### src/rtl/control_sequencer.sv
// control_sequencer: FETCH/EXEC/FAULT instruction sequencer with a 4-cycle substate budget.
// Optional retired-instruction counter enabled by RETIRE_COUNTER_EN.
module control_sequencer (
  input  logic        clock,
  input  logic        reset,
  input  logic [31:0] mem_instruction,
  input  logic        halt,
  input  logic [30:0] dec_controlWord,
  input  logic [1:0]  dec_nextState,
  input  logic [63:0] dec_K,
  input  logic        dec_valid,
  output logic [31:0] IR,
  output logic [1:0]  state,
  output logic [30:0] controlWord,
  output logic [63:0] K,
  output logic [1:0]  phase,
  output logic        fault
`ifdef RETIRE_COUNTER_EN
  ,
  output logic [31:0] retired
`endif
);
  typedef enum logic [1:0] {FETCH = 2'b00, EXEC = 2'b01, FAULT = 2'b10} phase_t;
  localparam logic [30:0] FETCH_WORD = 31'h20000000;
  phase_t ph, ph_n;
  logic [31:0] ir_n;
  logic [1:0] st_n, cnt, cnt_n;
  logic done;
  always_ff @(posedge clock) begin
    if (reset) begin
      ph <= FETCH;
      IR <= '0;
      state <= '0;
      cnt <= '0;
    end else begin
      ph <= ph_n;
      IR <= ir_n;
      state <= st_n;
      cnt <= cnt_n;
    end
  end
  // cnt holds the number of EXEC cycles already spent on the current instruction
  always_comb begin
    ph_n = ph;
    ir_n = IR;
    st_n = state;
    cnt_n = cnt;
    controlWord = '0;
    K = '0;
    done = 1'b0;
    if (!reset) begin
      case (ph)
        FETCH: if (!halt) begin
          controlWord = FETCH_WORD;
          ir_n = mem_instruction;
          st_n = '0;
          cnt_n = '0;
          ph_n = EXEC;
        end
        EXEC: if (dec_valid) begin
          controlWord = dec_controlWord;
          K = dec_K;
          if (dec_nextState == 2'b00) begin
            st_n = '0;
            ph_n = FETCH;
            done = 1'b1;
          end else if (cnt == 2'd3) ph_n = FAULT;
          else begin
            st_n = dec_nextState;
            cnt_n = cnt + 2'd1;
          end
        end else ph_n = FAULT;
        default: ph_n = ph;
      endcase
    end
  end
  assign phase = ph;
  assign fault = (ph == FAULT);
`ifdef RETIRE_COUNTER_EN
  always_ff @(posedge clock) begin
    if (reset) retired <= '0;
    else if (done) retired <= retired + 32'd1;
  end
`else
  logic unused_done;
  assign unused_done = done;
`endif
endmodule

### config.mk
export PLATFORM = sky130hd
export DESIGN_NAME = control_sequencer
export DESIGN_NICKNAME = d
export VERILOG_FILES = /design/src/rtl/control_sequencer.sv
export SDC_FILE = /design/constraint.sdc
export NUM_CORES = 1
export LEC_CHECK = 0
export ABC_CLOCK_PERIOD_IN_PS = 1880
export CAP_MARGIN = 5
export CELL_PAD_IN_SITES_DETAIL_PLACEMENT = 1
export CELL_PAD_IN_SITES_GLOBAL_PLACEMENT = 1
export CORE_AREA = 2 2 124 126
export CTS_BUF_LIST = sky130_fd_sc_hd__clkbuf_8
export CTS_CLUSTER_DIAMETER = 50
export DETAILED_ROUTE_END_ITERATION = 10
export DIE_AREA = 0 0 126 128
export GPL_TIMING_DRIVEN = 0
export PLACE_DENSITY = 0.85
export SYNTH_ARGS = -nofsm -noshare
export SYNTH_HDL_FRONTEND = slang
export SYNTH_SLANG_ARGS = --single-unit
### constraint.sdc
create_clock -name clock -period 1.88 [get_ports clock]
set_input_delay 0.564 -clock clock [delete_from_list [all_inputs] [get_ports clock]]
set_output_delay 0.564 -clock clock [all_outputs]
set_load 0.05 [all_outputs]
==> results of run 1 <==
-- routing by layer --
layer,vias up,global-route usage
li1,1479,-
met1,1401,0.139
met2,152,0.261
met3,8,0.0459
met4,0,0.0220
met5,-,0
-- final timing paths --
| check | end | cells after the start |
|---|---|---|
| setup / recovery | controlWord[5] | 6 |
| hold / removal | IR[20]$_SDFFE_PP0P_ | 2 |
| setup reg to reg | IR[7]$_SDFFE_PP0P_ | 6 |
| hold reg to reg | IR[20]$_SDFFE_PP0P_ | 2 |
-- stage by stage --
step	total power, µW	std cells	TNS [ns]	area (µm²)
after global placement	1930	741	-146.37	5220
after floorplan	1430	289	-10.40	2340
after CTS	2550	750	-41.58	5480
final	2550	759	-39.23	5700
after detailed placement	1950	741	-148.16	5220
after global routing	2680	759	-45.81	5700
-- worst max-delay path, delay by kind of cell, from the launching register on --
kind                   cells  cell delay [ns]
buffers and inverters      4             0.61
and+or+nand+nor            2             0.52
DFF                        1             0.36
-- sequential cells by signal, indices dropped and copies added (netlist names) --
name	cells
IR	32
cnt	2
phase	2
state	2
-- timing repair --
action / 4_1_cts / 5_1_grt
resized for setup: 742 / 71
cloned: 0 / 5
endpoints found under the setup margin: 132 / 96
pin swaps: 2 / 27
buffers inserted: 1 / 5
-- power by group --
part / internal [µW] / leakage (µW) / switching [µW]
registers: 857 / 0.000313 / 32.3
clock network: 295 / 0.0000472 / 303
logic: 497 / 0.00220 / 562
-- Yosys cell counts, types with 2 or more instances --
| cell | count |
|---|---|
| sky130_fd_sc_hd__dfxtp_1 | 38 |
| sky130_fd_sc_hd__nand3_1 | 6 |
| sky130_fd_sc_hd__buf_6 | 8 |
| sky130_fd_sc_hd__inv_1 | 3 |
| sky130_fd_sc_hd__nand2_1 | 67 |
| sky130_fd_sc_hd__nor2_1 | 2 |
| sky130_fd_sc_hd__o21ai_0 | 4 |
| sky130_fd_sc_hd__and3b_1 | 2 |
| sky130_fd_sc_hd__a21oi_1 | 32 |
| sky130_fd_sc_hd__clkbuf_1 | 11 |
| sky130_fd_sc_hd__and2_1 | 94 |
| sky130_fd_sc_hd__o2111ai_1 | 2 |
| sky130_fd_sc_hd__buf_2 | 4 |
| sky130_fd_sc_hd__a31oi_1 | 2 |
-- cell type report --
class                   count  area share
well taps                 188      0.0413
clock buffers               6      0.0145
flip-flops and latches     38       0.135
multi-input cells         224       0.250
inverters                   3     0.00198
repair buffers            275       0.519
plain buffers              23      0.0369
clock inverters             2     0.00220
-- layout by cell type (no fill, tap or decap), types with 2 or more instances in the layout --
master	n
sky130_fd_sc_hd__clkdlybuf4s50_1	128
sky130_fd_sc_hd__and2_4	38
sky130_fd_sc_hd__inv_1	2
sky130_fd_sc_hd__buf_8	40
sky130_fd_sc_hd__and2_2	56
sky130_fd_sc_hd__buf_6	72
sky130_fd_sc_hd__dfxtp_4	2
sky130_fd_sc_hd__clkbuf_8	6
sky130_fd_sc_hd__and3b_1	2
sky130_fd_sc_hd__a31oi_1	2
sky130_fd_sc_hd__clkbuf_2	3
sky130_fd_sc_hd__o2111ai_1	2
sky130_fd_sc_hd__clkbuf_1	4
sky130_fd_sc_hd__buf_2	3
sky130_fd_sc_hd__dfxtp_1	36
sky130_fd_sc_hd__dlygate4sd2_1	34
sky130_fd_sc_hd__clkbuf_4	4
sky130_fd_sc_hd__nand2_1	67
sky130_fd_sc_hd__buf_4	7
sky130_fd_sc_hd__nand3_1	5
sky130_fd_sc_hd__a21oi_1	32
sky130_fd_sc_hd__o21ai_0	4
-- kinds of logic after synthesis --
family          Yosys count  share of synthesized area
flops                    38                      0.351
compound gates           46                      0.126
simple gates            177                      0.438
fa+ha+maj                 1                    0.00578
buf+inv                  27                     0.0786
==> out/metrics.csv, run 1 <==
metric,value,unit
result of the run,finished with violations,
violations in the final reports,negative setup slack,
area growth from synthesis to final layout,163,%
Final Wtd Congestion,0.791,
"Req. time, crit path",1.32,ns
RSZ-0062 raised after global routing,true,
type of the most critical hold path,flop to flop,
area of all sequential standard cells,768,µm²
power density of the placed cells,447,nW/µm²
WP data arrival,1.78,ns
"Hold Violations, Final",0,
final-stage net count,704,
number of port buffers,264,
"Critical Path, Cell by Cell",buf_8 > and4bb_2 > buf_6 > clkbuf_4 > and2_2 > buf_8,
top cells by area in the synthesized netlist,"sky130_fd_sc_hd__dfxtp_1 (35%), sky130_fd_sc_hd__and2_1 (27%), sky130_fd_sc_hd__nand2_1 (12%)",
Clock Skews,0.0127,ns
Critical path origin,phase[1]$_SDFFE_PP0P_,
1st-iter DRT viols,67,
FF-to-FF Start,phase[1]$_SDFFE_PP0P_,
detailed-placement wirelength estimate,9.52,mm
clk sink count,38,
Cells after Synth,289,
Die Y,128,µm
Clock Root Buffer,sky130_fd_sc_hd__clkbuf_8,
Overflow after GRT,0,
number of clock buffers inserted by TritonCTS,5,
area taken by multi-input logic gates,1420,µm²
max_slew headroom,0.639,
clock network latency to the later pin of the worst-skew pair,0.29,ns
Worst Slack Setup Final,-0.465,ns
WL/cell,15.6,µm
Crit path top cell by count,sky130_fd_sc_hd__buf_8,
Period minus WS final,2.35,ns
number of max-slew violations in the final report,0,
cell type with the highest aggregate area in the netlist,sky130_fd_sc_hd__dfxtp_1,
std cell rows,45,
Mapped Nets,423,
Via Count,3040,
top layer in use,met4,
number of iterations in the first detailed-routing pass,5,
Filler cells,1713,
prevailing post-synth register cell,sky130_fd_sc_hd__dfxtp_1,
TritonCTS clock tree,done,
worst setup timing slack at the placement stage,-1.63,ns
count of cell types in the netlist,28,
post-DR vias/cell,4.01,
wire length of the first global-routing pass,17.4,mm
ANT cells,0,
fraction of final layout cells with drive strength greater than 1,0.427,
reg-to-reg setup timing slack,0.30,ns
post-route clock period utilization,1.25,
final setup fails,95,
count of flip-flops with a built-in enable after synthesis,0,
width of the die,126,µm
global-route usage over all layers,0.134,
clock buffer depth,2,
Maximum Capacitance Violations,0,
wire length on met1,4.16,mm
cell area after synthesis,2160,µm²
cell leakage power,0.00256,µW
post-detailed-route count of antenna-violating nets,0,
fraction of registers with async set/reset,0,
H-Tree Level Count,2,
drc violations,0,
maximum ir drop on the vdd rail,0.000217,V
starting utilization of the core area,0.146,
number of storage elements in the synthesis netlist,38,
nature of the critical path endpoint,primary output,
average footprint of a synthesized cell,7.49,µm²
Routed Wire Length,11.8,mm
met2 WL post-DR,6.48,mm
minimum hold slack,0.457,ns
area share of the leading cell type in the synthesized netlist,0.351,
"Max FO, Critical Path",10,
core occupancy in the finished layout,0.383,
via count of the first global-routing pass,3339,
actual slew at the worst max-slew pin,0.543,ns
Placeable Area,14900,µm²
sort of element at the start of the critical path,flop,
worst setup path class,flop to primary output,
worst hold path startpoint,IR[20]$_SDFFE_PP0P_,
initial antenna violation count,0,
Max Clk Rate,0.426,GHz
clock edge transition at the registers on the reported setup and hold paths,0.09,ns
number of warnings issued by yosys,0,
Routed met3 length,1.07,mm
crit-path max cell delay,0.36,ns
# hold bufs at CTS,0,
cell with the largest stage delay on the worst path,sky130_fd_sc_hd__dfxtp_4,
largest net degree at the start of global routing,13,
number of ports placed on the die boundary,265,
full die area,16100,µm²
sequential share of the synthesized area,0.351,
Note: power is estimated with default switching activity, not from simulation.
==> inputs of run 2 (changes only) <==
--- a/config.mk
+++ b/config.mk
@@ -14,8 +14,8 @@
 export CTS_CLUSTER_DIAMETER = 50
 export DETAILED_ROUTE_END_ITERATION = 10
 export DIE_AREA = 0 0 126 128
-export GPL_TIMING_DRIVEN = 0
 export PLACE_DENSITY = 0.85
 export SYNTH_ARGS = -nofsm -noshare
 export SYNTH_HDL_FRONTEND = slang
 export SYNTH_SLANG_ARGS = --single-unit
+export TNS_END_PERCENT = 50
==> run 2 against run 1 <==
Net effect: the run still ends with negative setup slack left; global-route usage increased by 2.1 points; critical path depth increased by 2; core utilization increased by 6.5 points; setup slack improved by 0.048 ns; via count increased by 1.1%; final area increased by 17%; worst hold slack improved by 0.0089 ns; cell count decreased by 0.66%; power increased by 15%.
==> out/metrics.csv, run 2 (synthesis gave the netlist of run 1 again) <==
metric,value,unit
FF-to-FF Start,phase[1]$_SDFFE_PP0P_,
number of iterations in the first detailed-routing pass,4,
Final Wtd Congestion,0.744,
number of flip-flops in the largest register,32,
number of max-slew violations in the final report,0,
Period minus WS final,2.30,ns
Clock Skews,0.0128,ns
wire length of the first global-routing pass,19.7,mm
most frequent cells in the layout,"sky130_fd_sc_hd__clkdlybuf4s50_1 (128), sky130_fd_sc_hd__buf_12 (104), sky130_fd_sc_hd__and2_4 (94)",
"Req. time, crit path",1.32,ns
M1 GR Usage,0.144,
sort of element at the start of the critical path,input port,
"Hold Violations, Final",0,
part of the total power dissipated in the clock network,0.286,
met2 Use GR,0.325,
worst reg2reg endpoint,IR[13]$_SDFFE_PP0P_,
Worst Slack Setup Final,-0.417,ns
detailed-placement wirelength estimate,10.0,mm
clock buffer depth,2,
worst hold path startpoint,IR[14]$_SDFFE_PP0P_,
clock network latency to the later pin of the worst-skew pair,0.29,ns
worst setup path class,input port to primary output,
reg-to-reg setup timing slack,0.45,ns
nature of the critical path endpoint,primary output,
result of the run,finished with violations,
ANT cells,0,
1st-iter DRT viols,92,
Die Y,128,µm
Net Sw Power,938,µW
area growth from synthesis to final layout,208,%
Switching Share,0.319,
post-route clock period utilization,1.22,
full die area,16100,µm²
cell with the largest stage delay on the worst path,sky130_fd_sc_hd__and4bb_4,
final-stage net count,699,
Via Count,3074,
depth of the worst register-to-register path,4,
Filler cells,1595,
number of ports placed on the die boundary,265,
clock edge transition at the registers on the reported setup and hold paths,0.07,ns
final setup fails,95,
RSZ-0062 raised after global routing,true,
initial antenna violation count,0,
type of the most critical hold path,flop to flop,
Clock Root Buffer,sky130_fd_sc_hd__clkbuf_8,
fraction of final layout cells with drive strength greater than 1,0.488,
core occupancy in the finished layout,0.448,
Cells on Worst Hold Path,2,
"Critical Path, Cell by Cell",buf_6 > and4bb_4 > buf_12 > buf_8 > buf_6 > buf_8 > and2_4 > buf_12,
"Max FO, Critical Path",5,
clk sink count,38,
Placeable Area,14900,µm²
maximum ir drop on the vdd rail,0.000290,V
Gate power share,0.412,
post-route total power,2940,µW
std cell rows,45,
Hold Path End,IR[14]$_SDFFE_PP0P_,
actual slew at the worst max-slew pin,0.412,ns
power density of the placed cells,441,nW/µm²
WP data arrival,1.73,ns
drc violations,0,
worst setup timing slack at the placement stage,-0.688,ns
TritonCTS clock tree,done,
max_slew headroom,0.725,
"most common cell after layout, fill and taps aside",sky130_fd_sc_hd__clkdlybuf4s50_1,
crit-path max cell delay,0.34,ns
largest net degree at the start of global routing,39,
register with the highest flop count,IR,
Routed Wire Length,13.0,mm
WL/cell,17.2,µm
area taken by multi-input logic gates,1500,µm²
number of port buffers,264,
Maximum Capacitance Violations,0,
width of the die,126,µm
H-Tree Level Count,2,
area of all sequential standard cells,768,µm²
Max Clk Rate,0.435,GHz
portion of total power attributed to sequential cells,0.303,
post-detailed-route count of antenna-violating nets,0,
global-route usage over all layers,0.154,
Overflow after GRT,0,
starting utilization of the core area,0.146,
violations in the final reports,negative setup slack,
layer carrying the most global-route usage,met2,
accumulated negative setup slack,-32.54,ns
post-DR vias/cell,4.08,
Cell Int Power,2000,µW
number of clock buffers inserted by TritonCTS,5,
via count of the first global-routing pass,3627,
cell leakage power,0.00275,µW
grt met3 use,0.0505,
[run 2: cell count changes in the layout (fill, tap and decap cells not counted), sizes merged]
cell,before,now
dlygate4sd2,34,0
buf,122,161
dlymetal6s2s,1,2
clkbuf,18,7
clkdlybuf4s15,1,0
bufinv,0,2
clkinvlp,1,0
[run 2: area by class of cell]
class | count | share of cell area
Sequential cell | 38 | 0.115
Clock inverter | 3 | 0.0103
Timing Repair Buffer | 293 | 0.602
Clock buffer | 5 | 0.0103
Multi-Input combinational cell | 224 | 0.225
Inverter | 3 | 0.00169
Tap cell | 188 | 0.0353
[run 2: power groups by stage]
stage                     combinational, µW  clock, µW  sequential (µW)
final                                  1210        840              890
after global routing                   1270        903              898
after CTS                              1220        867              890
after detailed placement               1130          0              909
after global placement                 1100          0              902
after floorplan                         348          0             1080
[run 2: metrics by stage]
stage / instances / cell area [µm²] / hold WS, ns
after detailed placement: 728 / 6050 / 0.458
final: 754 / 6670 / 0.466
after global placement: 728 / 6050 / 0.444
after CTS: 754 / 6660 / 0.469
after floorplan: 289 / 2330 / 0.490
after global routing: 754 / 6670 / 0.485
[run 2: repair_timing]
action	in CTS	in global routing
hold buffers	0	0
gates resized for setup	115	9
pin swaps	74	11
setup buffers	10	2
cloned	8	2
setup endpoints to repair	96	96
[run 2: how the worst max path moves through the flow]
stage | from | endpoint | slack, ns | cells past startpoint
global placement | reset | K[23] | -0.66 | 5
detailed placement | reset | controlWord[16] | -0.69 | 5
CTS | halt | controlWord[29] | -0.47 | 4
floorplan | reset | K[0] | -0.15 | 4
finish | reset | controlWord[16] | -0.42 | 8
global route | reset | controlWord[16] | -0.45 | 8
[run 2: critical path: cells and delay by family]
family	cells	cell delay, ns
buf+inv	6	0.67
simple gates	2	0.49
[run 2: metal layers]
metal / part of all wire / wire length [µm]
met1: 0.32 / 4170
met4: 0.0070 / 91
met2: 0.58 / 7570
met5: 0 / 0
met3: 0.089 / 1160
